[config.mk]
export PLATFORM = sky130hd
export DESIGN_NAME = scan_unload_ctl
export DESIGN_NICKNAME = d
export VERILOG_FILES = /design/src/rtl/scan_unload_ctl.sv
export SDC_FILE = /design/constraint.sdc
export NUM_CORES = 1
export LEC_CHECK = 0
export CORE_ASPECT_RATIO = 0.6
export CORE_MARGIN = 2
export CORE_UTILIZATION = 60
export CTS_BUF_LIST = sky130_fd_sc_hd__clkbuf_8
export DETAILED_ROUTE_END_ITERATION = 16
export MAX_ROUTING_LAYER = met4
export PLACE_DENSITY_LB_ADDON = 0.25
export SYNTH_ARGS = -nofsm -noshare
export SYNTH_HDL_FRONTEND = slang
export SYNTH_SLANG_ARGS = --single-unit
[constraint.sdc]
create_clock -name CK -period 4.1 [get_ports CK]
set_input_delay 0.82 -clock CK [delete_from_list [all_inputs] [get_ports CK]]
set_output_delay 0.82 -clock CK [all_outputs]
set_load 0.05 [all_outputs]
[src/rtl/scan_unload_ctl.sv]
// scan_unload_ctl: unloads an attached mux-scan chain into parallel words.
// A START request runs one CAPTURE cycle (the chain loads its D0 data),
// then CHAIN_LEN shift cycles that pack SO into WORD_W-bit words. The
// words are handed out on a DVALID/DREADY handshake. Shifting stalls
// whenever a completed word has nowhere to go.
// Optional feature: define SCAN_UNLOAD_RESTORE_EN to loop SO back into SI
// during SHIFT. The chain then ends an unload holding its captured data.
module scan_unload_ctl #(
   parameter int unsigned CHAIN_LEN = 16,
   parameter int unsigned WORD_W    = 8
) (
   input  logic              CK,
   input  logic              GSR,
   input  logic              START,
   input  logic              SO,
   output logic              SD,
   output logic              SP,
   output logic              SI,
   output logic [WORD_W-1:0] DOUT,
   output logic              DVALID,
   input  logic              DREADY,
   output logic              BUSY,
   output logic              DONE
);

   localparam int unsigned CntW = $clog2(CHAIN_LEN + 1);
   localparam int unsigned AccW = $clog2(WORD_W + 1);

   typedef enum logic [1:0] {StIdle, StCapture, StShift, StFlush} state_e;

   state_e            state_q, state_d;
   logic [CntW-1:0]   bit_cnt_q, bit_cnt_d;
   logic [AccW-1:0]   acc_cnt_q, acc_cnt_d;
   logic [WORD_W-1:0] acc_q, acc_d;
   logic [WORD_W-1:0] dout_q, dout_d;
   logic              dvalid_q, dvalid_d;
   logic              done_q, done_d;

   logic              last_bit;
   logic              word_full;
   logic              word_end;
   logic              stall;
   logic              shift_en;
   logic [WORD_W-1:0] acc_next;

   // Decode of the current shift cycle
   always_comb begin
      last_bit  = (bit_cnt_q == CntW'(CHAIN_LEN - 1));
      word_full = (acc_cnt_q == AccW'(WORD_W - 1));
      word_end  = last_bit | word_full;
      // A word-completing shift must not overwrite an unaccepted word
      stall     = (state_q == StShift) & word_end & dvalid_q & ~DREADY;
      shift_en  = (state_q == StShift) & ~stall;
      // Upper accumulator bits are always zero, so OR-ing in is enough
      acc_next  = acc_q | (WORD_W'(SO) << acc_cnt_q);
   end

   // State register
   always_ff @(posedge CK or negedge GSR) begin
      if (!GSR) begin
         state_q <= StIdle;
      end else begin
         state_q <= state_d;
      end
   end

   // Next-state logic
   always_comb begin
      state_d = state_q;
      unique case (state_q)
         StIdle:    if (START) state_d = StCapture;
         StCapture: state_d = StShift;
         StShift:   if (shift_en && last_bit) state_d = StFlush;
         // The final word was loaded on the last shift edge
         StFlush:   state_d = StIdle;
         default:   state_d = StIdle;
      endcase
   end

   // Chain control and status outputs
   always_comb begin
      SD   = (state_q == StShift);
      SP   = (state_q == StCapture) | shift_en;
      BUSY = (state_q != StIdle);
`ifdef SCAN_UNLOAD_RESTORE_EN
      SI   = (state_q == StShift) ? SO : 1'b0;
`else
      SI   = 1'b0;
`endif
      DOUT   = dout_q;
      DVALID = dvalid_q;
      DONE   = done_q;
   end

   // Datapath registers: counters, accumulator, output word
   always_ff @(posedge CK or negedge GSR) begin
      if (!GSR) begin
         bit_cnt_q <= '0;
         acc_cnt_q <= '0;
         acc_q     <= '0;
         dout_q    <= '0;
         dvalid_q  <= 1'b0;
         done_q    <= 1'b0;
      end else begin
         bit_cnt_q <= bit_cnt_d;
         acc_cnt_q <= acc_cnt_d;
         acc_q     <= acc_d;
         dout_q    <= dout_d;
         dvalid_q  <= dvalid_d;
         done_q    <= done_d;
      end
   end

   // Datapath next state: sampling, word hand-off, handshake
   always_comb begin
      bit_cnt_d = bit_cnt_q;
      acc_cnt_d = acc_cnt_q;
      acc_d     = acc_q;
      dout_d    = dout_q;
      dvalid_d  = dvalid_q;
      // DONE is high in the IDLE cycle that follows FLUSH
      done_d    = (state_q == StFlush);

      if (dvalid_q && DREADY) begin
         dvalid_d = 1'b0;
      end

      if (state_q == StCapture) begin
         bit_cnt_d = '0;
         acc_cnt_d = '0;
         acc_d     = '0;
      end

      if (shift_en) begin
         bit_cnt_d = bit_cnt_q + CntW'(1);
         if (word_end) begin
            // A load takes priority over a same-edge accept, so no bubble
            dout_d    = acc_next;
            dvalid_d  = 1'b1;
            acc_d     = '0;
            acc_cnt_d = '0;
         end else begin
            acc_d     = acc_next;
            acc_cnt_d = acc_cnt_q + AccW'(1);
         end
      end
   end

endmodule
Word level (Yosys, flattened, before mapping)
Cells that the tools add are included.

operators by class
  $add $sub $neg = 2
  equality and inequality tests = 7
  shift operators = 1
  mux-type cells = 14
  bitwise operators = 9
  reduce and logical (&&, ||, !) cells = 7

operator list
  operator                                                                number
  8-bit two-way mux                                                       3
  4-bit two-way mux                                                       3
  5-bit two-way mux                                                       2
  8-bit OR                                                                1
  2-bit one-hot mux with 4 select lines                                   1
  1-bit by 4-bit << shifter with 8-bit output                             1
  5-bit by 1-bit adder with 5-bit output (second input constant)          1
  5-bit by 4-bit equality test with 1-bit output (second input constant)  1
  4-bit by 1-bit adder with 4-bit output (second input constant)          1
  1-bit AND                                                               4
  2-bit equality test (second input constant)                             2
  4-bit by 3-bit equality test with 1-bit output (second input constant)  1
  2-bit two-way mux                                                       2
  2-bit AND reduction                                                     2
  2-bit nonzero test                                                      2
  1-bit two-way mux                                                       3
  2-bit by 1-bit equality test with 1-bit output (second input constant)  1
  1-bit logical AND                                                       2
  2-bit logical NOT                                                       1
  2-bit by 1-bit != test with 1-bit output (second input constant)        1
  2-bit != test (second input constant)                                   1
  1-bit NOT                                                               2
  1-bit OR                                                                2

storage, ports and cells
  flip-flop bits (word level) = 29

Logic depth before layout (Yosys ltp)
Gate-level depths: netlist of run 1.

  depth after elaboration = 10
  depth in mapped cells = 7

Worst setup path after synthesis of run 1
No wires, ideal clock.

  kind = reg-to-output
  start = register state_q[0]
  end = output SP
  arrival = 1.922 ns
  data required time = 3.280 ns
  slack = 1.358 ns
  cell stages (with the launch flop) = 7
  cell sequence = dfrtp_1 -> inv_1 -> ha_1 -> buf_6 -> and2b_4 -> a221oi_4 -> inv_1

between the ends
  word-level cells in the longest chain between the ends = 7

ends and longest elaborated chain
  element                  line  source
  start, declared          31    state_e state_q, state_d;
  start signal, assigned   61    state_q <= StIdle;
  start signal, assigned   63    state_q <= state_d;
  2-bit equality test (*)  --
  named net SD             16    output logic SD,
  1-bit AND (3 in series)  52    stall = (state_q == StShift) & word_end & dvalid_q & ~DREADY;
  1-bit NOT                53    shift_en = (state_q == StShift) & ~stall;
  1-bit AND (*)            53
  1-bit OR (*)             83    SP = (state_q == StCapture) | shift_en;
  end, declared            17    output logic SP,

Mark *: on every way through the listed nets, which the timed path passes. The rest lies on a longest branch.

Final worst setup path of run 1
  start = input DREADY
  end = output SP

between the ends
  word-level cells in the longest chain between the ends = 5

ends and longest elaborated chain
  element          line  source
  start, declared  21    input logic DREADY,
  1-bit NOT        52
  1-bit AND        52
  1-bit NOT        53
  1-bit AND        53
  1-bit OR         83

Every way passes these cells.

==> flow_summary.json, run 1 <==
{
  "p_per_area_nw_per_um2": 756.0,
  "first_pass_iters": 4,
  "die_x_um": 66.23,
  "finalPower_uw": 1305,
  "cts_setup_buffers": 0,
  "ys_types": 32,
  "clk_path_buf_depth": 2,
  "dpl.hpwl_um": 2076,
  "rsz0062_at_grt": "no",
  "slew_violations": 0,
  "finalCriticalPeriod_ns": 3.418,
  "routedWlPerCell_um": 15.12,
  "initial_core_util": 0.6395,
  "postSynthRegisterBits": 29,
  "syn_inst": 137,
  "detailedPlace.worstSlack_ns": 0.6790,
  "crit_top_cell": "clkdlybuf4s50_1",
  "fmax_mhz": 292.6,
  "synth_warnings": 0,
  "tightest_slew_ns": 0.6665,
  "synth_adder_area_share": 0.07181,
  "avgSynthCellArea_sq_um": 10.17,
  "synth_nets": 150,
  "rows": 13,
  "clock-sinks": 29,
  "max-slew-margin-rel": 0.5556,
  "num_vias": 1085,
  "worst_path_max_delay_cell": "clkdlybuf4s50_1",
  "grt_max_degree": 30,
  "cts.reportedPaths.clkPinSlew_ns": 0.07,
  "ant_nets": 0,
  "finalSetupViolations": 0,
  "fin_ws_ns": 0.6820,
  "synth_simple_gate_area_frac": 0.1652,
  "cpPeakStageDelay_ns": 0.70,
  "fin_skew_ns": 0.006628,
  "drtIter0Drc": 55,
  "crit_required_ns": 3.28,
  "cts-resized-gates": 0,
  "async_reset_ff_frac": 1.000,
  "grt_pass1_vias": 925,
  "root_buffer": "clkbuf_8",
  "path_max_fanout": 6,
  "status": "complete, no violations",
  "synth-edff-count": 0,
  "cts_inserted_buffers": 5,
  "vdd_ir_drop_max_mv": 0.4903,
  "antenna_found_initial": 0,
  "core_sq_um": 2180,
  "antennaDiodeCount": 0,
  "syn2layout_area_growth_pct": 23.88,
  "io_buffers": 17,
  "worstHoldPathType": "flop to flop",
  "fin_crit_sh": 0.8337,
  "drc_errors": 0,
  "routed_wl_um": 2887,
  "syn_area_sq_um": 1394,
  "grt-ovfl-total": 0,
  "via_per_inst": 5.681,
  "criticalPathCategory": "primary input to output pin",
  "fin_setup_tns_ns": 0,
  "synth-compound-area-share": 0.1831,
  "path_cells": "clkdlybuf4s50_1 > nand2b_1 > a221oi_4 > inv_1 > clkdlybuf4s50_1",
  "dieArea_sq_um": 2737,
  "grt_pass1_wl_um": 4519,
  "drive_gt1_frac": 0.09317,
  "clk_latency_ns": 0.28,
  "hold_violations": 0,
  "place.gp.congestion": 0.7817,
  "endpoint_kind": "output pin",
  "p_leak_uw": 0.0008200,
  "crit_buf_inv": 3,
  "synthXorXnorAreaFrac": 0.01257,
  "ctsHoldBuffers": 0,
  "htreeDepth": 2,
  "ys_seq_area_frac": 0.5206,
  "chipHeight_um": 41.34,
  "crit_family": "buffers and inverters",
  "synthMuxAreaShare": 0.008079,
  "synth_ff_type": "dfrtp_1",
  "grt_use_total": 0.2519,
  "fillCellCount": 148,
  "cts_tree": "built",
  "ios": 19,
  "nNetsFinal": 173,
  "cp.arrival_ns": 2.60,
  "synth_top_family_by_area": "compound AO/OA/AOI/OAI gates",
  "maxCapViolCount": 0,
  "cp-start-kind": "primary input"
}
-- synth_stat cells, types with 7 or more instances --
master	n	area [sq um]
dfrtp_1	29	725.7
inv_1	7	26.28
a21oi_1	18	90.09
o21ai_0	15	75.07
nor2_1	11	41.29
nand2_1	17	63.81
ha_1	8	100.1
-- power by group --
part	switching (uW)	total, uW	leakage (uW)	internal, uW
sequential	54.3	397	0.000393	343
combinational	356	556	0.000359	200
clock	111	352	0.0000681	241
total	521	1310	0.000820	785
-- layout by cell type, fill, tap and decap left out, types with 2 or more instances in the layout --
cell / netlist / layout
and3_1: 2 / 2
bufinv_16: 0 / 2
nand2_1: 17 / 17
nor2_1: 11 / 11
nand3b_1: 2 / 2
o21ai_0: 15 / 15
ha_1: 8 / 8
and3b_1: 2 / 2
nor3b_1: 2 / 2
a21oi_1: 18 / 18
buf_4: 1 / 2
nand3_1: 2 / 2
dfrtp_1: 29 / 29
clkbuf_8: 0 / 5
clkdlybuf4s50_1: 0 / 17
inv_1: 7 / 7
nand2b_1: 2 / 2
o21ai_1: 2 / 2
-- routing by layer --
| metal | vias to the layer above | share of wire | GRT usage |
|---|---|---|---|
| li1 | 517 | - | - |
| met1 | 507 | 0.45 | 0.3427 |
| met2 | 55 | 0.45 | 0.3625 |
| met3 | 6 | 0.085 | 0.07527 |
| met4 | 0 | 0.017 | 0.09694 |
| met5 | - | 0 | - |
-- sequential cells by signal, summed over array words and instances, names as in the netlist --
signal	flops
DONE	1
bit_cnt_q	5
acc_cnt_q	4
acc_q	8
state_q	2
DVALID	1
DOUT	8
-- through the flow --
step                std cells  hold slack (ns)  instance area [sq um]    util
floorplan                 137           0.4506                   1394       -
global placement          183           0.4615                   1593  0.7308
detailed placement        183           0.4700                   1593  0.7308
CTS                       191           0.4848                   1727  0.7922
global route              191           0.5093                   1727  0.7922
finish                    191           0.4802                   1727  0.7922
-- cells by family (layout without fill, tap and decap cells) --
| group | Yosys count | in the layout |
|---|---|---|
| muxes | 1 | 1 |
| and+or+nand+nor | 44 | 44 |
| DFF | 29 | 29 |
| AOI/OAI and AO/OA | 42 | 42 |
| other | 1 | 1 |
| xor gates and xnor gates | 2 | 2 |
| buffers and inverters | 10 | 34 |
| adders and majority gates | 8 | 8 |
-- tightest hold or removal path, stage by stage, from the launching register on --
cell and delay (ns):
dfrtp_1 0.35, nand2_1 0.04, o21ai_0 0.06
-- final cells by class --
type                            instances  area [sq um]  share of cell area
Clock buffer                            5         68.82             0.03985
Clock inverter                          3         65.06             0.03768
Inverter                                7         26.28             0.01522
Multi-Input combinational cell         98         618.1              0.3580
Sequential cell                        29         725.7              0.4203
Tap cell                               30         37.54             0.02174
Timing Repair Buffer                   19         185.2              0.1072
-- path summary, 6_finish.rpt --
check	start	endpoint	slack (ns)	cells after the start
setup / recovery	DREADY	SP	0.68	5
hold / removal	DOUT[0]	DOUT[0]	0.48	2
setup reg to reg	bit_cnt_q[0]	bit_cnt_q[2]	1.88	7
hold reg to reg	DOUT[0]	DOUT[0]	0.48	2
max in group asynchronous	GSR	acc_cnt_q[1]	2.91	2
min in group asynchronous	GSR	state_q[1]	0.92	2
(Power assumes the default switching activity.)
==> run 2, diff against run 1 <==
- CORE_UTILIZATION: 60 -> 50
- clock period: 4.1 -> 3.1 ns (I/O delays scaled with it)
==> flow_summary.json, run 2 (synthesis gave the netlist of run 1 again) <==
{
  "status": "complete, no violations",
  "grt_use_total": 0.2044,
  "routed_wl_um": 2775,
  "initial_core_util": 0.5413,
  "tightest_slew_ns": 0.6321,
  "finalPower_uw": 1539,
  "layout_commonest_cell": "dfrtp_1",
  "clk_path_buf_depth": 2,
  "place.gp.congestion": 0.8193,
  "p_per_area_nw_per_um2": 918.5,
  "hold_path_depth": 2,
  "grt-ovfl-total": 0,
  "ctsHoldBuffers": 0,
  "finalCriticalPeriod_ns": 2.750,
  "core_sq_um": 2575,
  "cts_tree": "built",
  "antenna_found_initial": 0,
  "clk_latency_ns": 0.28,
  "fin_crit_sh": 0.8871,
  "dieArea_sq_um": 3240,
  "io_buffers": 17,
  "die_x_um": 72.16,
  "syn2layout_area_growth_pct": 20.20,
  "clock-sinks": 29,
  "first_pass_iters": 4,
  "rsz0062_at_grt": "no",
  "antennaDiodeCount": 0,
  "via_per_inst": 5.435,
  "fillCellCount": 202,
  "fmax_mhz": 363.6,
  "min_to": "DOUT[7]",
  "nNetsFinal": 173,
  "endpoint_kind": "output pin",
  "ant_nets": 0,
  "regArea_sq_um": 725.7,
  "fin_skew_ns": 0.004313,
  "routedWlPerCell_um": 14.38,
  "slew_violations": 0,
  "drc_errors": 0,
  "htreeDepth": 2,
  "crit_required_ns": 2.48,
  "final_cells": 193,
  "cp.arrival_ns": 2.13,
  "chipHeight_um": 44.90,
  "ff2ff_path_depth": 7,
  "finalSetupViolations": 0,
  "cts.reportedPaths.clkPinSlew_ns": 0.06,
  "p_leak_uw": 0.0008016,
  "root_buffer": "clkbuf_8",
  "vdd_ir_drop_max_mv": 0.4401,
  "r2r-end": "bit_cnt_q[2]",
  "path_max_fanout": 10,
  "dpl.hpwl_um": 2037,
  "detailedPlace.worstSlack_ns": 0.6353,
  "criticalPathCategory": "flop to output pin",
  "cts-resized-gates": 0,
  "dp.cells": 185,
  "r2r-start": "bit_cnt_q[0]",
  "grt_pass1_wl_um": 4636,
  "drive_gt1_frac": 0.09317,
  "fin_setup_tns_ns": 0,
  "num_vias": 1049,
  "ff2ff_setup_slack_ns": 0.89,
  "hold_violations": 0,
  "final_cell_mix": "dfrtp_1 (29), a21oi_1 (18), nand2_1 (17), clkdlybuf4s50_1 (16), o21ai_0 (15)",
  "worstHoldPathType": "flop to flop",
  "multi_input_area_sq_um": 618.1,
  "cp-start-kind": "flop",
  "rows": 14,
  "min-delay-start": "DOUT[7]",
  "drtIter0Drc": 84,
  "grt_max_degree": 30,
  "cts_inserted_buffers": 5,
  "ios": 19,
  "maxCapViolCount": 0,
  "cts_setup_buffers": 0,
  "max-slew-margin-rel": 0.5786,
  "fin_ws_ns": 0.3500,
  "grt_pass1_vias": 982
}
[run 2: cell count changes in the layout (fill, tap and decap cells not counted), sizes merged]
cell,delta
bufinv,-2
buf,+1
clkdlybuf4s50,-1
clkinv,+1
inv,+1
[run 2: final cells by class]
cell class	instances	area share
clock buffers	5	0.04108
clock inverters	3	0.008215
inverters	7	0.01568
flip-flops and latches	29	0.4332
repair buffers	19	0.1090
well taps	32	0.02390
multi-input cells	98	0.3689
[run 2: how the worst max path moves through the flow]
| stage | startpoint | endpoint | slack [ns] | depth (start not counted) |
|---|---|---|---|---|
| 4_1_cts | state_q[0] | SD | 0.34 | 3 |
| 3_5_place_dp | DREADY | SP | 0.64 | 5 |
| 2_1_floorplan | state_q[0] | SP | 0.56 | 6 |
| 3_3_place_gp | DREADY | SP | 0.68 | 5 |
| 6_report | state_q[0] | SD | 0.35 | 3 |
| 5_1_grt | bit_cnt_q[0] | SP | 0.23 | 7 |
[run 2: power by group]
part           switching (uW)  internal (uW)
Combinational             460            263
Sequential               72.0            454
Clock                     139            152
[run 2: per-stage QoR]
step | instance area, sq um | utilization | hold slack [ns]
3_3_place_gp | 1593 | 0.6186 | 0.4644
2_1_floorplan | 1394 | - | 0.3244
6_report | 1675 | 0.6506 | 0.4790
3_5_place_dp | 1593 | 0.6186 | 0.4718
5_1_grt | 1675 | 0.6506 | 0.5086
4_1_cts | 1675 | 0.6506 | 0.4837
[run 2: layer usage]
metal,global-route usage,vias to the layer above,share of wire
met4,0.1019,0,0.021
li1,-,518,-
met2,0.2679,29,0.42
met1,0.2853,493,0.50
met3,0.06250,9,0.062
met5,-,-,0
[run 2: worst max-delay path, stage by stage (launching register included)]
cell and delay [ns]:
dfrtp_1 0.41, inv_1 0.13, ha_1 0.43, clkdlybuf4s50_1 0.89
